<file path="config.mk">
export PLATFORM = sky130hd
export DESIGN_NAME = usb_in_ep
export DESIGN_NICKNAME = d
export VERILOG_FILES = /design/src/rtl/usb_in_ep.sv
export SDC_FILE = /design/constraint.sdc
export NUM_CORES = 1
export LEC_CHECK = 0
export ABC_AREA = 1
export BUFFER_PORTS_ARGS = -buffer_cell sky130_fd_sc_hd__buf_2
export CORE_MARGIN = 2
export CORE_UTILIZATION = 35
export CTS_BUF_LIST = sky130_fd_sc_hd__clkbuf_4 sky130_fd_sc_hd__clkbuf_8
export DETAILED_ROUTE_END_ITERATION = 7
export GPL_ROUTABILITY_DRIVEN = 0
export GPL_TIMING_DRIVEN = 0
export HOLD_SLACK_MARGIN = 0.03
export PLACE_DENSITY = 0.49
export REMOVE_ABC_BUFFERS = 1
export SETUP_SLACK_MARGIN = 0.5
export SYNTH_ARGS = -nofsm -noshare
export SYNTH_HDL_FRONTEND = slang
export SYNTH_SLANG_ARGS = --single-unit
</file>
<file path="constraint.sdc">
create_clock -name clk48 -period 3.7 [get_ports clk48]
set_input_delay 0.555 -clock clk48 [delete_from_list [all_inputs] [get_ports clk48]]
set_output_delay 0.555 -clock clk48 [all_outputs]
set_load 0.02 [all_outputs]
</file>
<file path="src/rtl/usb_in_ep.sv">
`default_nettype none
// ---------------------------------------------------------------------------------------
// usb_in_ep : buffered USB IN endpoint, packetizer and DATA0/1 toggle.
// Define USB_IN_ZLP_EN to follow full-size transfer ends with a zero-length packet. rev 1.0
// ---------------------------------------------------------------------------------------
module usb_in_ep #(
   parameter int EP      = 0,
   parameter int MAX_PKT = 8,
   parameter int DEPTH   = 64
) (
   input  logic                     clk48,
   input  logic                     rst_n,
   input  logic [7:0]               wr_data,
   input  logic                     wr_valid,
   input  logic                     wr_last,
   output logic                     wr_ready,
   input  logic                     transaction_active,
   input  logic [3:0]               endpoint,
   input  logic                     direction_in,
   input  logic                     setup,
   input  logic                     data_strobe,
   input  logic                     success,
   output logic [7:0]               data_in,
   output logic                     data_in_valid,
   output logic                     data_toggle,
   output logic [1:0]               handshake,
   output logic [$clog2(DEPTH):0]   level
);
   localparam int AW = $clog2(DEPTH);
   localparam int LW = AW + 1;

   typedef enum logic [1:0] {IDLE = 2'd0, SEND = 2'd1, DONE = 2'd2} state_t;
   state_t state, state_nxt;

   logic [8:0]    mem [DEPTH];
   logic [AW-1:0] wr_ptr, wr_ptr_nxt, rd_ptr, rd_base;
   logic [LW-1:0] pkt_len, sent, scan_len;
   logic          zlp_pend, ta_q, setup_q, ready_en;
   logic          ours, in_start, setup_start, ta_fall, wr_fire, commit, rollback, flush;

   assign ours        = transaction_active && (endpoint == 4'(EP));
   assign in_start    = ours && !ta_q && direction_in && !setup && (state == IDLE)
                        && ((level != '0) || zlp_pend);
   assign setup_start = ours && !ta_q && setup;
   assign ta_fall     = ta_q && !transaction_active;
   assign commit      = (state != IDLE) && !transaction_active && success;
   assign rollback    = (state != IDLE) && !transaction_active && !success;
   assign flush       = ta_fall && setup_q && success;
   assign wr_ready    = ready_en && (level != LW'(DEPTH));
   assign wr_fire     = wr_valid && wr_ready;
   assign wr_ptr_nxt  = wr_fire ? wr_ptr + 1'b1 : wr_ptr;

   assign data_in_valid = (state == SEND) && (sent < pkt_len);
   assign data_in       = data_in_valid ? mem[rd_ptr][7:0] : 8'h00;
   assign handshake     = ((level == '0) && !zlp_pend) ? 2'b01 : 2'b00;

`ifdef USB_IN_ZLP_EN
   logic scan_last, pkt_last;
`endif

   // Packet length: stop at the first wr_last byte inside the next MAX_PKT window.
   always_comb begin
      scan_len = (level < LW'(MAX_PKT)) ? level : LW'(MAX_PKT);
`ifdef USB_IN_ZLP_EN
      scan_last = 1'b0;
`endif
      for (int i = MAX_PKT - 1; i >= 0; i--) begin
         if ((LW'(i) < level) && mem[rd_ptr + AW'(i)][8]) begin
            scan_len = LW'(i + 1);
`ifdef USB_IN_ZLP_EN
            scan_last = 1'b1;
`endif
         end
      end
   end

   always_ff @(posedge clk48) begin
      if (wr_fire) mem[wr_ptr] <= {wr_last, wr_data};
   end

   always_ff @(posedge clk48 or negedge rst_n) begin
      if (!rst_n) state <= IDLE;
      else        state <= state_nxt;
   end

   always_comb begin
      state_nxt = state;
      case (state)
         IDLE:    if (in_start) state_nxt = SEND;
         SEND:    if (!transaction_active) state_nxt = IDLE;
                  else if (sent == pkt_len) state_nxt = DONE;
         DONE:    if (!transaction_active) state_nxt = IDLE;
         default: state_nxt = IDLE;
      endcase
   end

   always_ff @(posedge clk48 or negedge rst_n) begin
      if (!rst_n) begin
         wr_ptr      <= '0;
         rd_ptr      <= '0;
         rd_base     <= '0;
         level       <= '0;
         pkt_len     <= '0;
         sent        <= '0;
         data_toggle <= 1'b0;
         ta_q        <= 1'b0;
         setup_q     <= 1'b0;
         ready_en    <= 1'b0;
      end else begin
         ta_q     <= transaction_active;
         ready_en <= 1'b1;
         wr_ptr   <= wr_ptr_nxt;
         if (setup_start)  setup_q <= 1'b1;
         else if (ta_fall) setup_q <= 1'b0;

         if (flush) begin
            // A byte written in the flush cycle is discarded along with the rest.
            rd_ptr      <= wr_ptr_nxt;
            rd_base     <= wr_ptr_nxt;
            level       <= '0;
            data_toggle <= 1'b1;
         end else begin
            level <= level + LW'(wr_fire) - (commit ? sent : '0);
            if (in_start) begin
               pkt_len <= zlp_pend ? '0 : scan_len;
               sent    <= '0;
            end else if ((state == SEND) && transaction_active && data_strobe
                         && (sent < pkt_len)) begin
               rd_ptr <= rd_ptr + 1'b1;
               sent   <= sent + 1'b1;
            end
            if (commit) begin
               rd_base     <= rd_ptr;
               data_toggle <= ~data_toggle;
            end
            if (rollback) rd_ptr <= rd_base;
         end
      end
   end

`ifdef USB_IN_ZLP_EN
   always_ff @(posedge clk48 or negedge rst_n) begin
      if (!rst_n) begin
         zlp_pend <= 1'b0;
         pkt_last <= 1'b0;
      end else begin
         if (in_start) pkt_last <= scan_last;
         if (flush)       zlp_pend <= 1'b0;
         else if (commit) zlp_pend <= (sent == LW'(MAX_PKT)) && pkt_last;
      end
   end
`else
   assign zlp_pend = 1'b0;
`endif

endmodule
`default_nettype wire

</file>
==> Yosys cells after proc, flatten, opt, wreduce, memory -nomap -nowiden <==
Memories as Yosys holds them, arrays and structs flattened.
Index checks and enable logic that the tools add are counted.
{ "op_classes": {"n_addsub": 11, "order_cmp": 10, "eq_ne": 8, "mux": 33, "n_bitwise": 2, "n_reduce_logical": 44} }
{ "op_table": {"columns": ["cell", "count"], "rows": [
  ["$mux 7", 13],
  ["$mux 6", 7],
  ["$lt 3x7->1 const A", 4],
  ["$logic_and 1x1->1", 27],
  ["$add 6x3->6 const B", 4],
  ["$lt 1x7->1 const A", 2],
  ["$lt 2x7->1 const A", 2],
  ["$add 6x1->6 const B", 2],
  ["$add 6x2->6 const B", 2],
  ["$mux 2", 4],
  ["$mux 8", 1],
  ["$reduce_bool 2->1", 4],
  ["$add 7x1->7", 1],
  ["$add 7x1->7 const B", 1],
  ["$eq 7x7->1", 1],
  ["$logic_not 7->1", 1],
  ["$lt 7x4->1 const B", 1],
  ["$lt 7x7->1", 1],
  ["$mux 1", 7],
  ["$ne 7x7->1 const B", 1],
  ["$reduce_bool 7->1", 1],
  ["$sub 7x7->7", 1],
  ["$pmux 2 s3", 1],
  ["$reduce_and 2->1", 3],
  ["other kinds (11)", 16]
]} }
{ "word_totals": {"register_bits": 45, "mem_bits_rw": 576, "output_inout_bits": 20, "wordCells": 120, "mem_count": 1} }
{ "memory_table": {"columns": ["name", "words", "word_bits", "read_ports", "rd_clocked_by_memory_dff", "write_ports", "line", "rtl"], "rows": [
  ["mem", 64, 9, 8, 0, 1, "35", "logic [8:0] mem [DEPTH];"]
]} }

==> Depth between registers and ports, before layout <==
An unclocked memory read counts as a cell.
{ "depth": {"word_depth": 11, "ltp_mapped": 24, "mapped_depth_nobuf": 21} }

==> Least setup slack after synthesis <==
OpenSTA, ideal clock, no wires.
{ "synth_timing": {"kind": "reg-to-reg", "from": "reg rd_ptr[1]", "to": "reg pkt_len[1]", "arrival_ps": 2808, "required_time_ps": 3583, "setup_slack_ps": 774, "path_stages_with_launch": 23, "path_buffers": 8, "period_less_slack_ps": 2926, "cell_sequence": "dfrtp_1 -> buf_2 -> inv_4 -> buf_4 -> buf_6 -> buf_4 -> buf_2 -> ha_1 -> buf_4 -> inv_2 -> buf_4 -> buf_2 -> nand3_1 -> nand3_1 -> nand3_1 -> nand3_1 -> nand3_1 -> nand3_1 -> nand2_1 -> o21ai_0 -> nand2_1 -> nand2_1 -> nand2_1"} }
{ "synth_between": {"elab_chain_len": 11, "elab_cells_between_ends": 24, "cone_classes": "7 x add/sub; 8 x mux; 8 x reduce/logical; 1 x memory"} }
{ "synth_rtl": {"columns": ["element", "line", "rtl"], "rows": [
  ["from (decl)", "36", "logic [AW-1:0] wr_ptr, wr_ptr_nxt, rd_ptr, rd_base;"],
  ["from (signal assigned)", "118", "rd_ptr <= wr_ptr_nxt;"],
  ["from (signal assigned)", "129", "rd_ptr <= rd_ptr + 1'b1;"],
  ["from (signal assigned)", "136", "if (rollback) rd_ptr <= rd_base;"],
  ["$add 6x3->6", "68", "if ((LW'(i) < level) && mem[rd_ptr + AW'(i)][8]) begin"],
  ["$mem_v2 64x9 *", null, null],
  ["$logic_and 1x1->1", "68", null],
  ["$mux 7 (7 in a row)", "68", null],
  ["$mux 7 *", "68", null],
  ["to (signal assigned)", "125", "pkt_len <= zlp_pend ? '0 : scan_len;"],
  ["to (decl)", "37", "logic [LW-1:0] pkt_len, sent, scan_len;"]
]} }
Mark *: on every way between the ends. The rest lies on a longest branch, timed or not.
A chain may end at the register's enable or synchronous reset.

==> Final worst setup path <==
{ "layout_timing": {"from": "reg rd_ptr[0]", "to": "out data_in[0]"} }
{ "layout_between": {"elab_chain_len": 2} }
{ "layout_rtl": {"columns": ["element", "line", "rtl"], "rows": [
  ["$mem_v2 64x9", null, null],
  ["$mux 8", "54", "assign data_in = data_in_valid ? mem[rd_ptr][7:0] : 8'h00;"],
  ["to (decl)", "23", "output logic [7:0] data_in,"]
]} }
No other way between the ends.

==> results.md <==
* Status: complete, but fails checks
* Failing checks: setup timing
* Grt total ovfl at 0
* Initial antenna violation count at 5
* Final hold vios at 0
* # setup viols final at 8
* P_sw at 10.5 mW
* Worst hold slack at 0.136 ns
* Yosys reg bits at 621
* Max clock buf depth at 3
* Fin cells at 3,853
* Final Power at 25.6 mW
* Final Worst Setup Slack at -0.228 ns
* Initial drt markers at 2,406
* Setup crit end kind: output pin
* Synth top area share at 0.618
* Vias in the first global route at 20,500
* H-tree Lvls at 3
* Vias per std cell at 5.57
* Fin nets at 2,772
* Setup TNS at -1.38 ns
* First-pass GRT wire length at 137,000 um
* Number of flops mapped to enable cells by yosys at 576
* Min Tclk post-route at 3.93 ns
* Synthesized instance count at 2,615
* Total track usage at 0.229
* Worst slew pin tran at 1.32 ns
* Area delta synth->final at 20.9%
* Worst path arrival time at 3.37 ns
* Die X at 287 um
* Mapped Area at 28,000 um2
* Unrepaired setup endpoints after global routing: true
* Standard-cell rows at 103
* Vias at 21,500
* Setup crit start kind: register
* Post-synth cell types at 47
* Wirelength per Cell at 25.1 um
* Leading post-synthesis cells by cell area: edfxtp_1 (62%), nand2_1 (7.1%), nand3_1 (5.4%)
* Clock net sink count at 621
* Largest net degree at the start of global routing at 84
* Count of input and output buffers at 39
* Async SR Flop Fraction at 0.0725
* Placed Instances at 3,559
* DRT Pass-1 Iters at 7
* Clock power frac at 0.234
* Max_cap viols at 0
* Cts bufs inserted at 104
* Routed wire length at 96,600 um
* Fmax at 0.255 GHz
* Synthesis warning total at 0
* Max Slew Vio Count at 0
* Core area at 79,100 um2
* Sw frac at 0.410
* Antenna-violating nets left at 0
* Avg Cell Area, Syn at 10.7 um2
* TritonCTS clock tree: done
* Worst-path fanout max at 8
* Worst Hold Class: in -> reg
* Worst vdd ir at 0.368 mV
* Reg power frac at 0.322
* Clk slew on worst S/H paths at 0.06 ns
* Residual DRC at 0
* Clk_lat worst skew at 0.73 ns
* Slew margin rel. at 0.119
* Sequential share of the synthesized area at 0.658
* Prevailing post-synth register cell: edfxtp_1
* Die Area at 82,200 um2
* Final period utilization at 1.06
* Setup Skew at 0.0304 ns
* Int Pwr at 15.1 mW
* IO Pins at 41
* P_leak at 12.1 nW
* Share of cells above drive strength 1 at 0.175
* Critical path class: reg -> out
* DP Worst Slack at -2.31 ns
* Logic gate share of total power at 0.445
* WP data required at 3.14 ns
* DP HPWL at 47,200 um
* Die Span Y at 287 um
* Synth area leader: edfxtp_1
* Power Dens Cells at 756 nW/um2
* Clock root buffer: clkbuf_8
* Initial core utilization at 0.354
## sequential cells by signal, summed over array words and instances, names as in the netlist
name and count:
mem 576, level 7, pkt_len 7, sent 7, rd_base 6, rd_ptr 6
wr_ptr 6, state 2, data_toggle 1, ready_en 1, setup_q 1, ta_q 1
## per-stage QoR
step / util / instance area [um2]
floorplan: - / 27200
global placement: 0.363 / 28700
detailed placement: 0.367 / 29100
CTS: 0.419 / 33200
global route: 0.428 / 33800
finish: 0.428 / 33800
## repair_timing
action	CTS	global route
buffers inserted	42	19
resized for setup	211	75
gates cloned	32	9
hold buffers	2	0
endpoints found under the setup margin	524	177
hold endpoints to repair	46	0
pin swaps	40	48
## cells in the final DEF, fill, tap and decap left out, types with 12 or more instances in the layout
| cell | instances |
|---|---|
| buf_6 | 16 |
| o22ai_1 | 104 |
| clkbuf_4 | 44 |
| nor2_2 | 18 |
| nand3_2 | 32 |
| buf_12 | 16 |
| dfrtp_1 | 39 |
| nor2_4 | 25 |
| clkbuf_8 | 108 |
| a32o_1 | 18 |
| xor2_1 | 13 |
| o211ai_1 | 25 |
| nand2_1 | 512 |
| nand3_1 | 264 |
| nor2_1 | 284 |
| a21oi_1 | 60 |
| ha_1 | 28 |
| edfxtp_1 | 576 |
| buf_2 | 31 |
| buf_16 | 24 |
| nand2_2 | 16 |
| buf_4 | 39 |
| o21ai_1 | 14 |
| inv_1 | 73 |
| clkinv_1 | 26 |
| o21ai_0 | 234 |
| o21ai_2 | 13 |
| bufbuf_16 | 12 |
## worst paths after layout
| path | start | to | slack, ns | cells past startpoint |
|---|---|---|---|---|
| worst max-delay path | rd_ptr[0] | data_in[0] | -0.23 | 13 |
| worst min-delay path | setup | setup_q | 0.14 | 3 |
| worst max register to register | rd_ptr[5] | pkt_len[1] | 0.53 | 11 |
| worst min register to register | pkt_len[1] | pkt_len[1] | 0.48 | 2 |
| max in group asynchronous | rst_n | rd_ptr[4] | 2.36 | 2 |
| min in group asynchronous | rst_n | sent[6] | 0.57 | 2 |
## layout make-up
| cell class | instances | area (um2) |
|---|---|---|
| Tap cell | 1050 | 1310 |
| Sequential cell | 621 | 18400 |
| Clock inverter | 35 | 201 |
| Fill cell | 7424 | 45300 |
| Clock buffer | 152 | 1820 |
| Timing Repair inverter | 11 | 153 |
| Antenna cell | 2 | 5.00 |
| Timing Repair Buffer | 147 | 2160 |
| Multi-Input combinational cell | 1748 | 9320 |
| Inverter | 87 | 425 |
## synth_stat cells, types with 12 or more instances
master / number
edfxtp_1: 576
nand2_1: 529
nor2_1: 325
nand3_1: 301
o21ai_0: 253
o22ai_1: 108
inv_1: 79
clkbuf_1: 65
a21oi_1: 61
buf_2: 49
dfrtp_1: 45
ha_1: 30
o211ai_1: 25
buf_4: 22
a32o_1: 19
xor2_1: 15
buf_1: 12
## power groups by stage
| stage | registers, mW | logic (mW) | clock network [mW] |
|---|---|---|---|
| floorplan | 8.67 | 5.00 | 0 |
| global placement | 9.00 | 6.48 | 0 |
| detailed placement | 8.51 | 8.01 | 0 |
| CTS | 8.24 | 10.5 | 6.10 |
| global route | 8.24 | 12.1 | 6.39 |
| finish | 8.22 | 11.4 | 5.98 |
## critical path, stage by stage, from the launching register on
cell and delay [ns]:
dfrtp_4 0.50, buf_16 0.15, buf_16 0.13, buf_16 0.16, clkinv_16 0.09, buf_16 0.16, nand2_2 0.05, a32o_1 0.22
o211ai_1 0.33, nand3_1 0.20, nand3_2 0.14, nand2_2 0.11, a31oi_4 0.22, buf_6 0.16
## per-layer routing
metal,GRT usage,part of all wire,vias to the layer above
met4,0.0893,0.037,2
met3,0.0441,0.089,208
li1,-,-,9622
met5,0,0.00010,-
met2,0.356,0.45,1000
met1,0.316,0.43,10600
## logic make-up after synthesis
logic type,after synthesis,share of synthesized area
simple gates,1186,0.175
flops,621,0.658
compound gates,510,0.105
buf+inv,246,0.0404
fa+ha+maj,31,0.0141
xor+xnor,19,0.00675
other cells,2,0.000268
No activity file was read; power rests on OpenSTA's default activity.
